**src/rtl/median_pkg.sv**
```systemverilog
// rtl/median_pkg.sv - shared widths, FSM states and FIFO word type for the median stream packer
package median_pkg;

   localparam int PIX_W  = 8;
   localparam int WORD_W = 32;
   localparam int LANES  = 4;

   typedef enum logic [1:0] {
      S_IDLE,
      S_ACTIVE,
      S_DRAIN
   } pack_state_t;

   typedef struct packed {
      logic              eol;
      logic              sof;
      logic [WORD_W-1:0] data;
   } pack_word_t;

endpackage

```
**src/rtl/median_stream_packer_if.sv**
```systemverilog
// rtl/median_stream_packer_if.sv - pixel strobe in, packed word stream out
interface median_stream_packer_if;
   import median_pkg::*;

   logic              done_i;
   logic [PIX_W-1:0]  median_i;
   logic [WORD_W-1:0] data_o;
   logic              sof_o;
   logic              eol_o;
   logic              valid_o;
   logic              ready_i;

   modport master (
      input  done_i, median_i, ready_i,
      output data_o, sof_o, eol_o, valid_o
   );

   modport slave (
      output done_i, median_i, ready_i,
      input  data_o, sof_o, eol_o, valid_o
   );

endinterface

```
**src/rtl/median_pack_fifo.sv**
```systemverilog
// rtl/median_pack_fifo.sv - first-word-fall-through FIFO of packed words
module median_pack_fifo
   import median_pkg::*;
#(
   parameter int DEPTH = 16
)
(
   input  logic       clk,
   input  logic       rst,
   input  logic       push_i,
   input  pack_word_t push_word_i,
   input  logic       pop_i,
   output pack_word_t head_o,
   output logic       full_o,
   output logic       empty_o,
   output logic       one_left_o,
   output logic       overflow_o
);

   localparam int AW = $clog2(DEPTH);
   localparam logic [AW:0] FULL_CNT = (AW+1)'(DEPTH);

   pack_word_t    mem_q [DEPTH];
   logic [AW-1:0] wr_ptr_q, wr_ptr_d;
   logic [AW-1:0] rd_ptr_q, rd_ptr_d;
   logic [AW:0]   count_q, count_d;
   logic          push_ok, pop_ok;

   assign full_o     = (count_q == FULL_CNT);
   assign empty_o    = (count_q == '0);
   assign one_left_o = (count_q == (AW+1)'(1));
   // Empty head reads as zero so the output bus is clean after reset.
   assign head_o     = empty_o ? '0 : mem_q[rd_ptr_q];

   always_comb begin
      push_ok    = push_i && (!full_o || pop_i);
      pop_ok     = pop_i && !empty_o;
      overflow_o = push_i && full_o && !pop_i;
      wr_ptr_d   = push_ok ? wr_ptr_q + AW'(1) : wr_ptr_q;
      rd_ptr_d   = pop_ok ? rd_ptr_q + AW'(1) : rd_ptr_q;
      count_d    = count_q;
      if (push_ok && !pop_ok) begin
         count_d = count_q + (AW+1)'(1);
      end else if (pop_ok && !push_ok) begin
         count_d = count_q - (AW+1)'(1);
      end
   end

   always_ff @(posedge clk) begin
      if (push_ok) begin
         mem_q[wr_ptr_q] <= push_word_i;
      end
   end

   always_ff @(posedge clk) begin
      if (rst) begin
         wr_ptr_q <= '0;
         rd_ptr_q <= '0;
         count_q  <= '0;
      end else begin
         wr_ptr_q <= wr_ptr_d;
         rd_ptr_q <= rd_ptr_d;
         count_q  <= count_d;
      end
   end

endmodule

```
**src/rtl/median_stream_packer.sv**
```systemverilog
// rtl/median_stream_packer.sv - packs median pixels into 32-bit words with sof/eol and frame tracking
// Optional MEDIAN_PACK_STATS_EN adds per-frame min/max outputs.
module median_stream_packer
   import median_pkg::*;
#(
   parameter int ROWS       = 9,
   parameter int COLS       = 9,
   parameter int FIFO_DEPTH = 16
)
(
   input  logic                   clk,
   input  logic                   rst,
   median_stream_packer_if.master s,
   output logic                   frame_done_o,
   output logic                   overflow_o
`ifdef MEDIAN_PACK_STATS_EN
   ,
   output logic [PIX_W-1:0]       min_o,
   output logic [PIX_W-1:0]       max_o,
   output logic                   stats_valid_o
`endif
);

   localparam int CW = (COLS > 1) ? $clog2(COLS) : 1;
   localparam int RW = (ROWS > 1) ? $clog2(ROWS) : 1;
   localparam logic [CW-1:0] COL_LAST  = CW'(COLS - 1);
   localparam logic [RW-1:0] ROW_LAST  = RW'(ROWS - 1);
   localparam logic [1:0]    LANE_LAST = 2'(LANES - 1);

   pack_state_t       state_q;
   logic              frame_done_q;
   logic [1:0]        lane_q, lane_d;
   logic [CW-1:0]     col_q, col_d;
   logic [RW-1:0]     row_q, row_d;
   logic [WORD_W-1:0] pack_q, pack_d, pack_next;
   logic              enq_valid_q, enq_valid_d;
   logic              enq_last_q, enq_last_d;
   pack_word_t        enq_word_q, enq_word_d, head;
   logic              sof_pend_q, sof_pend_d;
   logic              final_pend_q, final_pend_d;
   logic              overflow_q, overflow_d;
   logic              accept, col_last, row_last, final_pix, close_word;
   logic              fifo_full, fifo_empty, fifo_one_left, fifo_drop;
   logic              xfer, drain_done, drain_lost;

   median_pack_fifo #(.DEPTH(FIFO_DEPTH)) u_fifo (
      .clk        (clk),
      .rst        (rst),
      .push_i     (enq_valid_q),
      .push_word_i(enq_word_q),
      .pop_i      (s.ready_i),
      .head_o     (head),
      .full_o     (fifo_full),
      .empty_o    (fifo_empty),
      .one_left_o (fifo_one_left),
      .overflow_o (fifo_drop)
   );

   assign s.data_o     = head.data;
   assign s.sof_o      = head.sof;
   assign s.eol_o      = head.eol;
   assign s.valid_o    = !fifo_empty;
   assign frame_done_o = frame_done_q;
   assign overflow_o   = overflow_q;

   always_comb begin
      accept     = s.done_i && (state_q != S_DRAIN);
      col_last   = (col_q == COL_LAST);
      row_last   = (row_q == ROW_LAST);
      final_pix  = accept && col_last && row_last;
      close_word = (lane_q == LANE_LAST) || col_last;
      xfer       = s.valid_o && s.ready_i;
      // Once the final word sits in the FIFO nothing else can enter, so it leaves last.
      drain_done = (state_q == S_DRAIN) && final_pend_q && xfer && fifo_one_left;
      drain_lost = (state_q == S_DRAIN) && !final_pend_q && !enq_valid_q && fifo_empty;

      pack_next = pack_q;
      pack_next[{lane_q, 3'b000} +: PIX_W] = s.median_i;

      lane_d      = lane_q;
      col_d       = col_q;
      row_d       = row_q;
      pack_d      = pack_q;
      enq_valid_d = 1'b0;
      enq_last_d  = 1'b0;
      enq_word_d  = enq_word_q;
      sof_pend_d  = sof_pend_q;

      if (accept) begin
         if (close_word) begin
            enq_valid_d     = 1'b1;
            enq_last_d      = col_last && row_last;
            enq_word_d.eol  = col_last;
            enq_word_d.sof  = sof_pend_q;
            enq_word_d.data = pack_next;
            pack_d          = '0;
            lane_d          = '0;
            sof_pend_d      = 1'b0;
         end else begin
            pack_d = pack_next;
            lane_d = lane_q + 2'd1;
         end
         if (col_last) begin
            col_d = '0;
            if (row_last) begin
               row_d      = '0;
               sof_pend_d = 1'b1;
            end else begin
               row_d = row_q + RW'(1);
            end
         end else begin
            col_d = col_q + CW'(1);
         end
      end

      final_pend_d = final_pend_q;
      if (enq_valid_q && enq_last_q && (!fifo_full || s.ready_i)) begin
         final_pend_d = 1'b1;
      end
      if (drain_done || drain_lost) begin
         final_pend_d = 1'b0;
      end

      overflow_d = overflow_q || fifo_drop || (s.done_i && (state_q == S_DRAIN));
   end

   always_ff @(posedge clk) begin
      if (rst) begin
         lane_q       <= '0;
         col_q        <= '0;
         row_q        <= '0;
         pack_q       <= '0;
         enq_valid_q  <= 1'b0;
         enq_last_q   <= 1'b0;
         enq_word_q   <= '0;
         sof_pend_q   <= 1'b1;
         final_pend_q <= 1'b0;
         overflow_q   <= 1'b0;
      end else begin
         lane_q       <= lane_d;
         col_q        <= col_d;
         row_q        <= row_d;
         pack_q       <= pack_d;
         enq_valid_q  <= enq_valid_d;
         enq_last_q   <= enq_last_d;
         enq_word_q   <= enq_word_d;
         sof_pend_q   <= sof_pend_d;
         final_pend_q <= final_pend_d;
         overflow_q   <= overflow_d;
      end
   end

`ifdef MEDIAN_PACK_STATS_EN
   logic [PIX_W-1:0] min_run_q, min_run_d, max_run_q, max_run_d;
   logic [PIX_W-1:0] min_q, min_d, max_q, max_d, min_base, max_base, min_cur, max_cur;
   logic             stats_valid_q;

   always_comb begin
      // The first pixel of a frame restarts the running extremes.
      min_base  = (state_q == S_IDLE) ? 8'hFF : min_run_q;
      max_base  = (state_q == S_IDLE) ? 8'h00 : max_run_q;
      min_cur   = (s.median_i < min_base) ? s.median_i : min_base;
      max_cur   = (s.median_i > max_base) ? s.median_i : max_base;
      min_run_d = min_run_q;
      max_run_d = max_run_q;
      min_d     = min_q;
      max_d     = max_q;
      if (accept) begin
         min_run_d = min_cur;
         max_run_d = max_cur;
      end
      if (final_pix) begin
         min_d = min_cur;
         max_d = max_cur;
      end
   end

   always_ff @(posedge clk) begin
      if (rst) begin
         min_run_q <= 8'hFF;
         max_run_q <= '0;
         min_q     <= '0;
         max_q     <= '0;
      end else begin
         min_run_q <= min_run_d;
         max_run_q <= max_run_d;
         min_q     <= min_d;
         max_q     <= max_d;
      end
   end

   assign min_o         = min_q;
   assign max_o         = max_q;
   assign stats_valid_o = stats_valid_q;
`endif

   always_ff @(posedge clk) begin
      if (rst) begin
         state_q      <= S_IDLE;
         frame_done_q <= 1'b0;
`ifdef MEDIAN_PACK_STATS_EN
         stats_valid_q <= 1'b0;
`endif
      end else begin
         frame_done_q <= 1'b0;
`ifdef MEDIAN_PACK_STATS_EN
         stats_valid_q <= drain_done;
`endif
         case (state_q)
            S_IDLE: begin
               if (final_pix) begin
                  state_q <= S_DRAIN;
               end else if (accept) begin
                  state_q <= S_ACTIVE;
               end
            end
            S_ACTIVE: begin
               if (final_pix) begin
                  state_q <= S_DRAIN;
               end
            end
            S_DRAIN: begin
               if (drain_done) begin
                  state_q      <= S_IDLE;
                  frame_done_q <= 1'b1;
               end else if (drain_lost) begin
                  // Final word was dropped by an overflow; the frame can never complete.
                  state_q <= S_IDLE;
               end
            end
            default: state_q <= S_IDLE;
         endcase
      end
   end

endmodule

```
**src/flat_wrapper.sv**
```systemverilog
// flat-port wrapper written by rule: the top's interface ports become plain ports
module median_stream_packer_flat import median_pkg::*;
#(
   parameter int ROWS       = 9,
   parameter int COLS       = 9,
   parameter int FIFO_DEPTH = 16
)
  (clk, rst, frame_done_o, overflow_o, s_done_i, s_median_i, s_ready_i, s_data_o, s_sof_o, s_eol_o, s_valid_o);
  median_stream_packer_if s_i ();
  input  logic clk;
  input  logic rst;
  output logic frame_done_o;
  output logic overflow_o;
  input wire logic [$bits(s_i.done_i)-1:0] s_done_i;
  input wire logic [$bits(s_i.median_i)-1:0] s_median_i;
  input wire logic [$bits(s_i.ready_i)-1:0] s_ready_i;
  output wire logic [$bits(s_i.data_o)-1:0] s_data_o;
  output wire logic [$bits(s_i.sof_o)-1:0] s_sof_o;
  output wire logic [$bits(s_i.eol_o)-1:0] s_eol_o;
  output wire logic [$bits(s_i.valid_o)-1:0] s_valid_o;
  assign s_i.done_i = s_done_i;
  assign s_i.median_i = s_median_i;
  assign s_i.ready_i = s_ready_i;
  assign s_data_o = s_i.data_o;
  assign s_sof_o = s_i.sof_o;
  assign s_eol_o = s_i.eol_o;
  assign s_valid_o = s_i.valid_o;
  median_stream_packer #(.ROWS(ROWS), .COLS(COLS), .FIFO_DEPTH(FIFO_DEPTH)) u_core (.clk(clk), .rst(rst), .s(s_i), .frame_done_o(frame_done_o), .overflow_o(overflow_o));
endmodule
```
**config.mk**
```make
export PLATFORM = sky130hd
export DESIGN_NAME = median_stream_packer_flat
export DESIGN_NICKNAME = d
export VERILOG_FILES = /design/src/rtl/median_pkg.sv /design/src/rtl/median_stream_packer_if.sv /design/src/rtl/median_pack_fifo.sv /design/src/rtl/median_stream_packer.sv /design/src/flat_wrapper.sv
export SDC_FILE = /design/constraint.sdc
export NUM_CORES = 1
export LEC_CHECK = 0
export ABC_AREA = 1
export CAP_MARGIN = 20
export CORE_MARGIN = 3
export CORE_UTILIZATION = 55
export DETAILED_ROUTE_END_ITERATION = 6
export MAX_ROUTING_LAYER = met4
export PLACE_DENSITY = 0.68
export SLEW_MARGIN = 20
export SYNTH_ARGS = -nofsm -noshare
export SYNTH_HDL_FRONTEND = slang
export SYNTH_SLANG_ARGS = --single-unit
```
**constraint.sdc**
```tcl
create_clock -name clk -period 4.3 [get_ports clk]
set_input_delay 0.43 -clock clk [delete_from_list [all_inputs] [get_ports clk]]
set_output_delay 0.43 -clock clk [all_outputs]
set_load 0.01 [all_outputs]
```
======== Yosys cells after proc, flatten, opt, wreduce, memory -nomap -nowiden ========
Memory sizes are Yosys's and may differ from the RTL's. A register that Yosys moved wholly into a read port is not among the register bits.
Cells that the tools add are included.
storage, ports and cells
  bits in registers ....................... 97
  latch bits .............................. 0
  memory bits (writable) .................. 544
  ROM bits ................................ 0
  memories kept ........................... 1
memories
  name                 depth  bits a word  read ports  clocked after memory_dff  write ports  RTL line                text
  u_core.u_fifo.mem_q  16     34           1           1                         1            median_pack_fifo.sv:23  pack_word_t mem_q [DEPTH];
operators by class
  add/sub/neg operators ................... 8
  multiply operators ...................... 0
  div/mod/pow operators ................... 0
  $lt $le $gt $ge ......................... 0
  equal/unequal tests ..................... 11
  shift operators ......................... 2
  multiplexer cells ....................... 23
  bitwise operators ....................... 3
  reductions and logical operators ........ 41
operators with widths
  cell                                                                    count
  34-bit two-way mux                                                      1
  32-bit bitwise mux                                                      1
  32-bit two-way mux                                                      1
  8-bit by 7-bit variable shift with 32-bit output, first input constant  1
  8-bit by 7-bit indexed part select with 32-bit output                   1
  1-bit logical AND                                                       19
  4-bit by 1-bit adder with 4-bit output, second input constant           4
  4-bit two-way mux                                                       4
  2-bit two-way mux                                                       6
  5-bit two-way mux                                                       2
  4-bit == test, second input constant                                    2
  1-bit zero test                                                         7
  1-bit two-way mux                                                       7
  5-bit negator with 7-bit output                                         1
  3-bit by 1-bit != test with 1-bit output, second input constant         2
  2-bit one-hot mux with 3 select lines                                   1
  2-bit OR reduction                                                      3
  5-bit by 1-bit adder with 5-bit output, second input constant           1
  5-bit by 1-bit == test with 1-bit output, second input constant         1
  5-bit == test, second input constant                                    1
  5-bit zero test                                                         1
  1-bit logical OR                                                        5
  5-bit by 1-bit subtractor with 5-bit output, second input constant      1
  2-bit == test, second input constant                                    2
  other kinds (10)                                                        13

======== Longest topological paths before layout ========
Gate-level depths: netlist (run 1).
  depth after elaboration ................. 8
  gate-level depth with buffers ........... 12

======== Hierarchy ========
A second synthesis (run 1) with hierarchy kept.
unflattened totals
  cells, all modules ...................... 2,464
  area, all modules ....................... 26,421.6 um^2
by module, submodules not included
  module                times used  cells each  area each (um^2)  sequential area each (um^2)
  median_pack_fifo      1           1,918       22,626.7          16,676.0
  median_stream_packer  1           546         3,794.9           1,681.6

======== Least setup slack after synthesis (run 1) ========
Ideal clock, no wire load.
  kind .................................... register -> register
  start ................................... register u_core.u_fifo.count_q[0]
  end ..................................... memory u_core.u_fifo.mem_q[11][0] (netlist name) (enable)
  setup time .............................. 0.425 ns
  arrival time ............................ 2.556 ns
  required time ........................... 3.875 ns
  path slack .............................. 1.319 ns
  cell stages (with the launch flop) ...... 8
  path buffers ............................ 0
  cells stage by stage .................... dfxtp_1 > inv_1 > ha_1 > nand3_1 > nand2_1 > inv_2 > nand2_1 > nor2_1
between the ends
  cells in the longest elaborated chain, start to end .. 6
ends and longest elaborated chain
  item                                     RTL line                text
  start: declaration                       median_pack_fifo.sv:26  logic [AW:0] count_q, count_d;
  start signal: assignment                 median_pack_fifo.sv:63  count_q <= count_d;
  5-bit == test                            median_pack_fifo.sv:29  assign full_o = (count_q == FULL_CNT);
  1-bit zero test                          median_pack_fifo.sv:36  push_ok = push_i && (!full_o || pop_i);
  1-bit logical OR                         median_pack_fifo.sv:36
  1-bit logical AND                        median_pack_fifo.sv:36
  named net u_core.u_fifo.push_ok          median_pack_fifo.sv:27  logic push_ok, pop_ok;
  1-bit two-way mux                        median_pack_fifo.sv:50  if (push_ok) begin
  1-bit two-way mux (implied by the code)  median_pack_fifo.sv:51  mem_q[wr_ptr_q] <= push_word_i;
  end: declaration                         median_pack_fifo.sv:23
The timed path passes the listed nets, and every way through them passes these cells.

==> results of run 1 <==
==> cell families (layout without fill, tap and decap cells) <==
logic type | count (synthesis) | after routing | synth area share
AOI/OAI and AO/OA | 166 | 166 | 0.0335
other | 0 | 1 | 0
adders and majority gates | 20 | 20 | 0.00956
buffers and inverters | 222 | 282 | 0.0382
xor gates and xnor gates | 4 | 4 | 0.00134
DFF | 645 | 645 | 0.701
and+or+nand+nor | 1350 | 1350 | 0.216
==> cell type report <==
cell class	instances	area [sq um]
flip-flops and latches	645	18400
fillers	3631	17400
multi-input cells	1540	6950
clock buffers	91	1860
repair buffers	89	901
well taps	607	759
inverters	79	304
clock inverters	23	178
diodes	1	2.50
==> layer usage <==
metal	vias up	global-route usage
met5	-	-
met4	0	0.0806
met1	8679	0.370
li1	8332	-
met3	109	0.0404
met2	775	0.410
==> cell usage after synthesis <==
cell      number
o31ai_1        1
nor4_1         1
xor2_1         2
ha_1          20
o21ai_0       47
nand2_2        2
buf_4         11
o22ai_1       32
nor3_4         1
a31oi_1        1
inv_1         71
buf_6          5
clkbuf_1      48
inv_2          6
clkinv_1       2
edfxtp_1     544
nor3_1         5
nor2_4         2
nor3b_1        1
nand4_1        4
nand3_2        1
xnor2_1        2
buf_2         71
buf_1          8
dfxtp_1      101
nor2_1       113
a21oi_1       84
nand3_1      428
nand2_1      792
o211ai_1       1
==> final timing paths <==
kind / from / to / slack [ns] / cells past startpoint
max reg2reg: u_core.u_fifo.count_q[0] / u_core.u_fifo.mem_q[10][28] / 1.33 / 8
min: u_core.pack_q[11] / u_core.pack_q[11] / 0.47 / 2
max: flop / s_data_o[23] / 0.30 / 8
min reg2reg: u_core.pack_q[11] / u_core.pack_q[11] / 0.47 / 2
==> flip-flops by register name, summed over array words and instances (netlist names), named ones only <==
name                    flops
u_core.col_q                4
u_core.enq_last_q           1
u_core.enq_valid_q          1
u_core.enq_word_q          34
u_core.final_pend_q         1
u_core.frame_done_o         1
u_core.lane_q               2
u_core.overflow_o           1
u_core.pack_q              32
u_core.row_q                4
u_core.sof_pend_q           1
u_core.state_q              2
u_core.u_fifo.count_q       5
u_core.u_fifo.mem_q       544
u_core.u_fifo.rd_ptr_q      4
u_core.u_fifo.wr_ptr_q      4
==> power by group <==
group	total, mW	leakage, nW	internal, mW	switching (mW)
sequential	6.94	5.72	6.77	0.164
clock	5.44	0.987	3.15	2.29
combinational	4.62	3.94	1.59	3.03
total	17.0	10.6	11.5	5.48
==> worst min-delay path: stages (launching register included) <==
cell and delay, ns:
dfxtp_1 0.31, nand2_1 0.06, a21oi_1 0.06
==> reports/metrics.yaml, run 1 <==
run_status:
  status: "finished with violations"
  violations: "design-rule violations"
drt:
  wire_per_inst_um: 21.0
  routed_wl_um: 64500
  vias: 17900
  drtPass1Iterations: 7
  met3_length_um: 5640
  met2RoutedLength_um: 30400
  drt_iter0_drc: 2237
  drc: 3
  via_per_inst: 5.82
  highest_layer: "met4"
  wl_met1_um: 27000
  final_antenna_net_count: 0
synthesis:
  synth_largest_area_cell: "edfxtp_1"
  synth_top_area_share: 0.624
  synth_seq_area_share: 0.701
  synthCells: 2407
  synth.avg_cell_area_sq_um: 10.9
  syn-num-nets: 2439
  synth.distinct_cells: 30
  yosys_warnings: 0
  ys_ff_latch: 645
  synth_area_leaders: "edfxtp_1, nand2_1, nand3_1"
  netlist_area_sq_um: 26200
sta:
  finalCriticalPeriod_ns: 4.00
  fmax_mhz: 250
  fin_tns_setup_ns: 0
  setup_violations: 0
  slew_headroom: 0.308
  hold_viol: 0
  fin_ws_ns: 0.299
  drv_slew: 0
  hold_slack_ns: 0.466
  fin_worst_skew_ns: 0.0298
  grt_setup_unrepaired: "false"
  post-route-period-util: 0.930
  worstMarginPinSlew_ns: 1.04
global_routing:
  grt_pass1_vias: 17400
  antenna_found_initial: 1
  grt_first_pass_wirelength_um: 99700
  grt_max_degree: 121
  grt_usage: 0.265
  grt_overflow: 0
clocking:
  cts_setup_buffers: 0
  htree_num_levels: 3
  max-clock-path-buffers: 3
  cts_hold_buf: 0
  path_clk_slew_ns: 0.07
  postCtsResizedCells: 0
  cts.sinks: 645
  numCtsBuffers: 66
  clk_latency_ns: 0.59
  cts_root_buffer: "clkbuf_16"
  cts_tree: "done"
critical_path:
  cp-start-kind: "flop"
  critPathMaxFanout: 120
  criticalPathCategory: "flop to output port"
  end_kind: "output port"
  cp_data_required_time_ns: 3.87
  path_cells: "buf_12 > nand2_1 > nand3_1 > nand3_1 > nand2_1 > nand2_1 > a21oi_1 > clkdlybuf4s50_1"
  cpMostUsedCell: "nand2_1"
  slowest_stage: "dfxtp_4"
  worst-path-buf-inv: 2
  cpPeakStageDelay_ns: 0.78
  cp_top_family: "buffers and inverters"
  cp.arrival_ns: 3.57
place:
  hpwlAfterDp_um: 35300
  place_area_sq_um: 27300
  place_congestion: 0.821
  pre_cts_ws_ns: 1.02
  portBuffers: 48
  dpl.cell_count: 2960
floorplanning:
  fp.dieW_um: 224
  ios: 49
  dieArea_sq_um: 50300
  num_rows: 79
  die_h_um: 224
  core_sq_um: 46800
  start_util: 0.560
finish:
  utilization: 0.627
  instances_no_fill: 3075
  area_delta_synth_final_pct: 12.0
  final_cell_mix: "nand2_1, edfxtp_1, nand3_1"
  drive_gt1_frac: 0.0649
  fin_nets: 2453
  final_common_cell: "nand2_1"
  design_area_sq_um: 29300
power_and_ir_drop:
  power_density_nw_per_um2: 580
  p_leak_nw: 10.6
  power.total_mw: 17.0
  ir_drop_mv: 0.328
hold_path:
  holdCritPathClass: "flop to flop"
flow_run:
  max_cap_violations: 0
(Power assumes the default switching activity.)
==> inputs of run 2 (changes only) <==
- clock period: 4.3 -> 4.6 ns (I/O delays scaled with it)
==> run 2 against run 1 <==
  * The run now ends clean
  * Clock skew shrank 0.0053 ns
  * First-iteration DRC count grew 11%
  * Die area unchanged
  * Critical path type unchanged
==> reports/metrics.yaml, run 2 (synthesis results as in run 1) <==
run_status:
  status: "completed"
sta:
  finalCriticalPeriod_ns: 3.89
  hold_viol: 0
  fin_ws_ns: 0.710
  fin_worst_skew_ns: 0.0245
  post-route-period-util: 0.846
  fmax_mhz: 257
  grt_setup_unrepaired: "false"
  fin_tns_setup_ns: 0
  slew_headroom: 0.297
  hold_slack_ns: 0.466
  drv_slew: 0
  worstMarginPinSlew_ns: 1.05
  setup_violations: 0
power_and_ir_drop:
  switching_share: 0.328
  p_int_mw: 10.8
  p_switching_mw: 5.27
  p_leak_nw: 10.6
  seqPwrFrac: 0.403
  combinationalPowerShare: 0.281
  power_density_nw_per_um2: 549
  power.total_mw: 16.1
  clkPwrFrac: 0.315
  ir_drop_mv: 0.366
global_routing:
  grt_pass1_vias: 17200
  grt_max_degree: 154
  grt_first_pass_wirelength_um: 101000
  antenna_found_initial: 1
  grt_overflow: 0
  grt_usage: 0.272
clocking:
  cts_setup_buffers: 0
  cts_root_buffer: "clkbuf_16"
  htree_num_levels: 3
  clk_latency_ns: 0.59
  cts_hold_buf: 0
  path_clk_slew_ns: 0.06
  numCtsBuffers: 66
  cts.sinks: 645
  postCtsResizedCells: 0
  max-clock-path-buffers: 3
  cts_tree: "done"
floorplanning:
  ios: 49
  num_rows: 79
  core_sq_um: 46800
  fp.dieW_um: 224
  dieArea_sq_um: 50300
  die_h_um: 224
  start_util: 0.560
critical_path:
  worst-path-buf-inv: 3
  critPathMaxFanout: 77
  criticalPathCategory: "flop to output port"
  path_cells: "inv_6 > buf_12 > nand2_1 > nand3_1 > nand3_1 > nand2_1 > nand2_1 > a21oi_1 > clkdlybuf4s50_1"
  end_kind: "output port"
  cp.arrival_ns: 3.43
  cp_top_family: "buffers and inverters"
  slowest_stage: "clkdlybuf4s50_1"
  cpMostUsedCell: "nand2_1"
  cpPeakStageDelay_ns: 0.62
  cp-start-kind: "flop"
  cp_data_required_time_ns: 4.14
finish:
  final_common_cell: "nand2_1"
  final_cell_mix: "nand2_1, edfxtp_1, nand3_1"
  largest_register: "u_core.u_fifo.mem_q"
  drive_gt1_frac: 0.0667
  fin_nets: 2457
  largest_reg_flops: 544
  n_antenna_cell: 0
  area_delta_synth_final_pct: 11.8
  utilization: 0.626
  top_regs: "u_core.u_fifo.mem_q (544), u_core.enq_word_q (34), u_core.pack_q (32)"
  design_area_sq_um: 29300
  instances_no_fill: 3081
place:
  place_congestion: 0.831
  place_area_sq_um: 27300
  pre_cts_ws_ns: 1.35
  dpl.cell_count: 2964
  portBuffers: 48
  hpwlAfterDp_um: 35100
drt:
  drc: 0
  drtPass1Iterations: 7
  routed_wl_um: 66700
  via_per_inst: 5.88
  drt_iter0_drc: 2481
  vias: 18100
  final_antenna_net_count: 0
  wire_per_inst_um: 21.7
hold_path:
  holdCritPathClass: "flop to flop"
flow_run:
  max_cap_violations: 0
-- run 2: cell type report --
cell class / instances / area, sq um
sequential: 645 / 18400
fill: 3653 / 17500
multi-input combinational: 1540 / 6950
clock buffer: 84 / 1790
timing repair buffer: 93 / 881
tap: 607 / 759
inverter: 79 / 304
clock inverter: 33 / 229
-- run 2: worst paths after layout --
| kind | from | cells past startpoint | slack, ns | endpoint |
|---|---|---|---|---|
| setup / recovery | flop | 9 | 0.71 | s_data_o[21] |
| hold / removal | u_core.sof_pend_q | 2 | 0.47 | u_core.sof_pend_q |
| setup reg to reg | u_core.u_fifo.count_q[0] | 8 | 1.78 | u_core.u_fifo.mem_q[3][28] |
| hold reg to reg | u_core.sof_pend_q | 2 | 0.47 | u_core.sof_pend_q |
-- run 2: metal layers --
metal / GRT usage / vias to the layer above / routed length (um)
met4: 0.0841 / 0 / 1470
met5: - / - / 0
met1: 0.380 / 8740 / 27600
li1: - / 8328 / -
met2: 0.419 / 933 / 31600
met3: 0.0415 / 121 / 6040
-- run 2: worst reg2reg max path: cells and delay by family (launching register included) --
family,cells,cell delay [ns]
adder cells (fa/ha/maj),1,0.26
buffers and inverters,3,0.65
flip-flops,1,0.37
AND/OR/NAND/NOR,4,1.25
-- run 2: power groups by stage --
stage	combinational, mW	sequential (mW)	clock [mW]
floorplan	2.83	6.49	0
CTS	4.51	6.48	5.12
detailed placement	4.48	6.60	0
global route	4.97	6.49	5.36
global placement	4.42	6.60	0
finish	4.52	6.48	5.07
==> inputs of run 3 (changes only) <==
- clock period: 4.6 -> 3.8 ns (I/O delays scaled with it)
==> run 3 against run 2 <==
  * Hold slack worse by 0.00091 ns
  * Core utilization is 0.51 points higher
  * Clock power is 23% higher
  * Setup slack worse by 0.47 ns
  * Critical path depth stayed put
  * Largest power group unchanged
==> reports/metrics.yaml, run 3 (synthesis results as in run 1) <==
flow_run:
  max_cap_violations: 0
critical_path:
  cp_data_required_time_ns: 3.42
  slowest_stage: "clkdlybuf4s50_1"
  r2r-end: "u_core.u_fifo.mem_q[3][1]"
  cp.arrival_ns: 3.18
  cp_top_family: "buffers and inverters"
  path_cells: "inv_6 > buf_12 > nand2_1 > nand3_1 > nand3_1 > nand2_1 > nand2_1 > a21oi_1 > clkdlybuf4s50_1"
  cpPeakStageDelay_ns: 0.60
  endpoint: "s_data_o[6]"
  criticalPathCategory: "flop to output port"
  cp-start-kind: "flop"
  cp.depth: 9
  ff2ff_path_depth: 8
  cpMostUsedCell: "nand2_1"
  end_kind: "output port"
  reg2reg_from: "u_core.u_fifo.count_q[0]"
  regToRegSetupSlack_ns: 0.93
  critPathMaxFanout: 71
  worst-path-buf-inv: 3
clocking:
  cts.sinks: 645
  cts_setup_buffers: 0
  clk_latency_ns: 0.59
  numCtsBuffers: 66
  max-clock-path-buffers: 3
  cts_hold_buf: 0
  htree_num_levels: 3
  cts_root_buffer: "clkbuf_16"
  postCtsResizedCells: 0
  path_clk_slew_ns: 0.06
  cts_tree: "done"
power_and_ir_drop:
  combinationalPowerShare: 0.273
  ir_drop_mv: 0.523
  power_density_nw_per_um2: 656
  power.total_mw: 19.4
  seqPwrFrac: 0.405
  switching_share: 0.317
  p_int_mw: 13.2
  p_switching_mw: 6.15
  clkPwrFrac: 0.322
  p_leak_nw: 10.7
place:
  hpwlAfterDp_um: 36100
  pre_cts_ws_ns: 0.762
  place_area_sq_um: 27400
  place_congestion: 0.849
  portBuffers: 48
hold_path:
  holdCritPathClass: "flop to flop"
finish:
  n_fill_cell: 3551
  drive_gt1_frac: 0.0668
  largest_register: "u_core.u_fifo.mem_q"
  largest_reg_flops: 544
  final_common_cell: "nand2_1"
  multi_input_area_sq_um: 6950
  fin_nets: 2458
  seqCellArea_sq_um: 18400
  design_area_sq_um: 29500
  n_antenna_cell: 0
  final_cell_mix: "nand2_1, edfxtp_1, nand3_1"
  top_regs: "u_core.u_fifo.mem_q (544), u_core.enq_word_q (34), u_core.pack_q (32)"
  utilization: 0.631
  area_delta_synth_final_pct: 12.7
sta:
  post-route-period-util: 0.938
  fmax_mhz: 281
  fin_tns_setup_ns: 0
  setup_violations: 0
  slew_headroom: 0.298
  worstMarginPinSlew_ns: 1.05
  grt_setup_unrepaired: "false"
  fin_ws_ns: 0.236
  fin_worst_skew_ns: 0.0283
  drv_slew: 0
  hold_viol: 0
  finalCriticalPeriod_ns: 3.56
floorplanning:
  start_util: 0.560
  die_h_um: 224
  num_rows: 79
  fp.dieW_um: 224
  ios: 49
  dieArea_sq_um: 50300
  core_sq_um: 46800
drt:
  vias: 18100
  wire_per_inst_um: 21.1
  via_per_inst: 5.87
  routed_wl_um: 64900
  drtPass1Iterations: 6
  drt_iter0_drc: 2297
  final_antenna_net_count: 0
  drc: 0
global_routing:
  grt_overflow: 0
  grt_first_pass_wirelength_um: 99700
  antenna_found_initial: 0
  grt_pass1_vias: 17200
  grt_usage: 0.267
  grt_max_degree: 137
run_status:
  status: "completed"
[run 3: layout make-up]
cell class / count / area share
repair buffers: 94 / 0.0360
flip-flops and latches: 645 / 0.622
inverters: 79 / 0.0103
multi-input cells: 1540 / 0.235
clock buffers: 91 / 0.0634
well taps: 607 / 0.0257
clock inverters: 20 / 0.00695
[run 3: worst min path at each step]
stage / start / end / depth (start not counted)
final: u_core.sof_pend_q / u_core.sof_pend_q / 2
after global routing: u_core.pack_q[22] / u_core.pack_q[22] / 2
after CTS: u_core.pack_q[20] / u_core.pack_q[20] / 2
after detailed placement: u_core.sof_pend_q / u_core.sof_pend_q / 2
after global placement: u_core.sof_pend_q / u_core.sof_pend_q / 2
after floorplan: u_core.sof_pend_q / u_core.sof_pend_q / 2
[run 3: through the flow]
stage | hold slack, ns | instances
after floorplan | 0.430 | 2407
after global placement | 0.443 | 2965
after detailed placement | 0.443 | 2965
after CTS | 0.465 | 3076
after global routing | 0.482 | 3076
final | 0.465 | 3076
[run 3: power by group through the flow]
stage                     Sequential [mW]  Combinational [mW]  Clock [mW]
final                                7.84                5.29        6.24
after global routing                 7.85                5.85        6.63
after CTS                            7.84                5.29        6.34
after detailed placement             7.99                5.27           0
after global placement               7.98                5.18           0
after floorplan                      7.86                3.42           0
[run 3: worst register-to-register path: stages, from the launching register on]
cell	delay, ns
dfxtp_1	0.39
inv_1	0.12
ha_1	0.26
nand3_1	0.11
nand2_1	0.21
inv_2	0.23
nand2_1	0.31
nor2_4	0.62
buf_12	0.30
[run 3: routing by layer]
metal,routed length (um),GRT usage,up-vias,share of wire
met4,1550,0.0849,0,0.024
met5,0,-,-,0
met1,27000,0.374,8770,0.42
li1,-,-,8337,-
met2,30600,0.408,835,0.47
met3,5660,0.0409,111,0.087
==> RTL edit 1, RTL diff (settings of run 3) <==
Encoding of `pack_state_t`: now one-hot (3 bits for 3 states).
--- a/src/rtl/median_pkg.sv
+++ b/src/rtl/median_pkg.sv
@@ -5,10 +5,10 @@
    localparam int WORD_W = 32;
    localparam int LANES  = 4;
 
-   typedef enum logic [1:0] {
-      S_IDLE,
-      S_ACTIVE,
-      S_DRAIN
+   typedef enum logic [2:0] {
+      S_IDLE   = 3'b001,
+      S_ACTIVE = 3'b010,
+      S_DRAIN  = 3'b100
    } pack_state_t;
 
    typedef struct packed {
Behaviour: no difference found for any inputs over 4 cycles, from zero or initial values and one cycle with rst high; so few cycles prove little.
==> RTL edit 1 against run 3 <==
  * Sequential cell count is 1 higher
  * Critical path type unchanged
  * Cell area barely moved
  * Total power increased by 1.4%
  * Sequential power increased by 0.6%
  * First-iteration DRC count down 11%
  * Largest power group unchanged
  * Routed wire length decreased by 2.4%
  * Worst setup slack worse by 0.024 ns
  * Synthesized area decreased by 0.12%
  * Utilization fell by 0.051 points
==> RTL edit 1: results (changes against run 3) <==
* DRT iter0 DRCs at 2036 (-11%)
* Reg2Reg Capture Point: u_core.u_fifo.mem_q[10][5]$_DFFE_PP_
* Synth Warn # at 0 (unchanged)
* Netlist cell types at 31 (+3.3%)
* Worst min path class: flip-flop to flip-flop
* Global placement routability congestion at 0.884 (+4.1%)
* Register area share after synthesis at 70.3% (+0.16 points)
* Hold EP: u_core.sof_pend_q$_SDFFE_PP1N_
* Vias after detailed routing at 17.7k (-1.9%)
* Setup WS pre-CTS at 0.679 ns (-0.0835 ns)
* First-pass GRT wire length at 97400 µm (-2.3%)
* # DRC at 0 (unchanged)
* R2R setup slack at 0.98 ns (+0.05 ns)
* Status: finished, final reports clean
* Clock tree buffer depth at 3 (unchanged)
* List of most frequent post-synthesis cells: nand2_1, edfxtp_1, nand3_1
* Slew @ Worst Pin at 0.865 ns (-0.188 ns)
* WP data arrival at 3.21 ns (+0.03 ns)
* Hpwl dp at 35800 µm (-0.79%)
* Asr flop ratio synth at 0% (unchanged)
* # fillers at 3581 (+0.84%)
* Clk_lat worst skew at 0.59 ns (about the same)
* Hold_sp: u_core.sof_pend_q$_SDFFE_PP1N_
* Largest cells by area after synthesis: edfxtp_1, nand2_1, dfxtp_1, nand3_1, a21oi_1
* DR pass1 iterations at 5 (-1)
* Vias in the first global route at 16.9k (-1.7%)
* Clock skew at 0.0159 ns (-0.0124 ns)
* Static Leak at 10.5 nW (-1.7%)
* VDD IR-drop max at 424 µV (-19%)
* Min Hold Slack at 0.455 ns (-0.0101 ns)
* Post-synth EDFFs at 544 (unchanged)
* Root Buffer: clkbuf_16
* DR WL/cell at 20.7 µm (-1.8%)
* Nets@finish at 2431 (-1.1%)
* Tot GR Track Use at 25.8% (-0.86 points)
* Ys flop type: edfxtp_1
* R2R depth at 8 (unchanged)
* FF-to-FF Start: u_core.u_fifo.count_q[0]$_SDFFE_PP0P_
* Final Setup Violations at 0 (unchanged)
* Largest net degree at the start of global routing at 126 (-8.0%)
* Share of cells above drive strength 1 at 7.02% (+0.34 points)
* Antenna violations before repair at 0 (unchanged)
* CP Max Fanout at 101 (+42%)
* Largest registers: u_core.u_fifo.mem_q: 544 flops, u_core.enq_word_q: 34 flops, u_core.pack_q: 32 flops
* Hold Crit Depth at 2 (unchanged)
* Antenna diode count at 0 (unchanged)
[RTL edit 1: cell types whose count changed after synthesis, moves of 5 or more]
cell | run 3 | this run
o21ai_0 | 47 | 85
nand3_1 | 428 | 289
a21oi_1 | 84 | 151
buf_2 | 71 | 59
buf_1 | 8 | 13
nand2_1 | 792 | 686
nor2_1 | 113 | 178
inv_1 | 71 | 78
nand4_1 | 4 | 9
o31ai_1 | 1 | 34
clkbuf_1 | 48 | 60
[RTL edit 1: layout make-up]
cell class	count	share of cell area, %
flip-flops and latches	646	62.3
multi-input cells	1505	23.5
clock buffers	94	6.49
repair buffers	97	3.54
well taps	607	2.57
inverters	83	1.12
clock inverters	25	0.488
[RTL edit 1: worst max-delay path: stages, from the launching register on]
cell             delay (ns)
dfxtp_4                0.62
buf_12                 0.42
nand2_1                0.10
nand3_1                0.10
nand2_1                0.06
a21oi_1                0.14
o31ai_1                0.16
a21oi_1                0.32
clkdlybuf4s50_1        0.61
[RTL edit 1: routing by layer]
metal | GRT usage, % | up-vias | wire, µm
met4 | 7.06 | 0 | 1240
met3 | 3.50 | 90 | 4630
met2 | 39.9 | 665 | 30000
met1 | 36.6 | 8652 | 27500
li1 | - | 8303 | -
met5 | - | - | 0
[RTL edit 1: how the worst max path moves through the flow]
stage / endpoint / cells past startpoint / slack, ns
after CTS: s_data_o[30] / 8 / 0.04
after global routing: s_eol_o / 8 / 0.05
after global placement: s_data_o[28] / 8 / 0.73
after detailed placement: s_data_o[30] / 8 / 0.68
final: s_eol_o / 8 / 0.21
after floorplan: u_core.u_fifo.mem_q[0][0]$_DFFE_PP_ / 7 / 0.81
[RTL edit 1: timing repair]
item | in CTS | in global routing
gates resized for setup | 0 | 3
hold buffers | 0 | 0
setup buffers | 0 | 1
endpoints found under the setup margin | 0 | 17
[RTL edit 1: per-stage QoR]
step,instance area [µm²],utilization [%],std cells
after floorplan,26200,-,2377
after global placement,27400,58.6,2937
after detailed placement,27400,58.6,2937
after CTS,29500,63.0,3056
after global routing,29500,63.1,3057
final,29500,63.1,3057
[RTL edit 1: power by group]
| group | switching [mW] | total [mW] | internal, mW |
|---|---|---|---|
| Clock | 2.59 | 6.17 | 3.57 |
| Sequential | 0.176 | 7.89 | 7.71 |
| Combinational | 3.62 | 5.59 | 1.98 |
| Total | 6.38 | 19.6 | 13.3 |
[RTL edit 1: logic make-up (layout without fill, tap and decap cells)]
kind of cell,after synthesis,in the layout,synth area share (%)
AOI/OAI and AO/OA,307,307,6.39
xor gates and xnor gates,5,5,0.167
adders and majority gates,20,20,0.957
buffers and inverters,226,299,3.74
DFF,646,646,70.3
and+or+nand+nor,1173,1173,18.5
==> RTL edit 2, RTL diff (config.mk and constraints of run 3) <==
Made on the original files. `COLS` is set to 9 in 2 places; all go to 11.
--- a/src/rtl/median_stream_packer.sv
+++ b/src/rtl/median_stream_packer.sv
@@ -4,7 +4,7 @@
    import median_pkg::*;
 #(
    parameter int ROWS       = 9,
-   parameter int COLS       = 9,
+   parameter int COLS       = 11,
    parameter int FIFO_DEPTH = 16
 )
 (
--- a/src/flat_wrapper.sv
+++ b/src/flat_wrapper.sv
@@ -2,7 +2,7 @@
 module median_stream_packer_flat import median_pkg::*;
 #(
    parameter int ROWS       = 9,
-   parameter int COLS       = 9,
+   parameter int COLS       = 11,
    parameter int FIFO_DEPTH = 16
 )
   (clk, rst, frame_done_o, overflow_o, s_done_i, s_median_i, s_ready_i, s_data_o, s_sof_o, s_eol_o, s_valid_o);
Behaviour: no difference found for any inputs over 4 cycles, from zero or initial values and one cycle with rst high; that may be too few to reach the edited logic, so the function may still have changed.
==> RTL edit 2 against run 3 <==
  * Via count decreased by 0.50%
  * Die area increased by 0.10%
  * Combinational power increased by 8.3%
  * Worst setup slack improved by 0.035 ns
  * Critical path depth unchanged
  * First-iteration DRC count decreased by 14%
  * Utilization about the same
  * Cell area increased by 0.17%
  * Synthesized area increased by 0.11%
  * Total power increased by 3.2%
  * Sequential cell count unchanged
  * Routed wire length decreased by 0.57%
  * Critical path type unchanged
==> RTL edit 2: results (changes against run 3) <==
* Status: finished, final reports clean
* Xor and xnor area share after synthesis at 0.0668% (-0.067 points)
* DRT iter0 DRCs at 1971 (-14%)
* Vias in the first global route at 17.2k (+0.31%)
* TritonCTS clock tree: yes
* Static Leak at 10.8 nW (+0.74%)
* Slew @ Worst Pin at 0.862 ns (-0.192 ns)
* Vias after detailed routing at 18.0k (-0.50%)
* CP Max Fanout at 41 (-42%)
* Tcrit/Tclk final at 92.9% (-0.93 points)
* Placed cells at 2974 (+0.30%)
* Syn avg cell area at 10.9 µm² (-0.19%)
* Global placement routability congestion at 0.878 (+3.4%)
* Adder-Cell Fraction of Synth Area at 0.859% (-0.096 points)
* Setup WS pre-CTS at 0.762 ns (-0.00000100 ns)
* Register area share after synthesis at 70.0% (-0.074 points)
* Synth Area in Compound Gates at 3.38% (+0.035 points)
* List of most frequent post-synthesis cells: nand2_1, edfxtp_1, nand3_1
* Largest net degree at the start of global routing at 80 (-42%)
* First-pass GRT wire length at 99900 µm (+0.23%)
* VDD IR-drop max at 402 µV (-23%)
* Nets@finish at 2465 (+0.28%)
* Share of cells above drive strength 1 at 7.13% (+0.44 points)
* DR pass1 iterations at 5 (-1)
* WP data arrival at 3.15 ns (-0.03 ns)
* Cell Count, Final, Fillers Out at 3091 (+0.49%)
* Largest cells by area after synthesis: edfxtp_1, nand2_1, nand3_1, dfxtp_1, a21oi_1
* Hpwl dp at 36800 µm (+1.9%)
-- RTL edit 2: changes by cell type after synthesis, moves of 4 or more --
cell	before	now
nand2_1	792	803
o21ai_1	0	11
o21ai_0	47	37
buf_4	11	20
nor2_1	113	106
buf_2	71	67
clkbuf_1	48	44
-- RTL edit 2: stage by stage --
| stage | cell area [µm²] | utilization [%] |
|---|---|---|
| 3_3_place_gp | 27400 | 58.6 |
| 3_5_place_dp | 27400 | 58.6 |
| 2_1_floorplan | 26200 | - |
| 6_report | 29600 | 63.1 |
| 4_1_cts | 29600 | 63.1 |
| 5_1_grt | 29600 | 63.1 |
-- RTL edit 2: kinds of logic after synthesis --
group | count (synthesis)
XOR/XNOR | 2
AND/OR/NAND/NOR | 1355
buffers and inverters | 226
AO/OA/AOI/OAI | 168
adder cells (fa/ha/maj) | 18
flip-flops | 645
-- RTL edit 2: worst reg2reg max path, delay by kind of cell (launching register included) --
family | cells | cell delay [ns]
adders and majority gates | 1 | 0.25
buffers and inverters | 3 | 0.74
DFF | 1 | 0.38
and+or+nand+nor | 4 | 1.15
-- RTL edit 2: area by class of cell --
class / instances / area [µm²] / area share, %
Tap cell: 607 / 759 / 2.57
Multi-Input combinational cell: 1543 / 6930 / 23.4
Clock inverter: 26 / 198 / 0.669
Sequential cell: 645 / 18400 / 62.1
Clock buffer: 91 / 1920 / 6.51
Inverter: 82 / 315 / 1.07
Timing Repair Buffer: 97 / 1070 / 3.63
-- RTL edit 2: path summary, 6_finish.rpt --
kind / startpoint / endpoint / slack [ns]
max: flip-flop / s_data_o[9] / 0.27
min: u_core.pack_q[0]$_SDFFE_PP0N_ / u_core.pack_q[0]$_SDFFE_PP0N_ / 0.46
max reg2reg: u_core.u_fifo.count_q[0]$_SDFFE_PP0P_ / u_core.u_fifo.mem_q[3][6]$_DFFE_PP_ / 0.94
min reg2reg: u_core.pack_q[0]$_SDFFE_PP0N_ / u_core.pack_q[0]$_SDFFE_PP0N_ / 0.46
-- RTL edit 2: metal layers --
metal  GRT usage, %  part of all wire [%]  routed length (µm)
met5              -                     0                   0
met4           8.22                   2.2                1440
met3           4.31                   8.4                5420
met2           39.3                    46               29700
met1           38.0                    43               27900
-- RTL edit 2: power by group through the flow --
stage,logic (mW),registers [mW],clock network [mW]
after CTS,5.74,7.88,6.45
final,5.73,7.89,6.37
after global routing,6.31,7.90,6.73
after floorplan,3.61,7.87,0
after detailed placement,5.71,8.03,0
after global placement,5.65,8.03,0
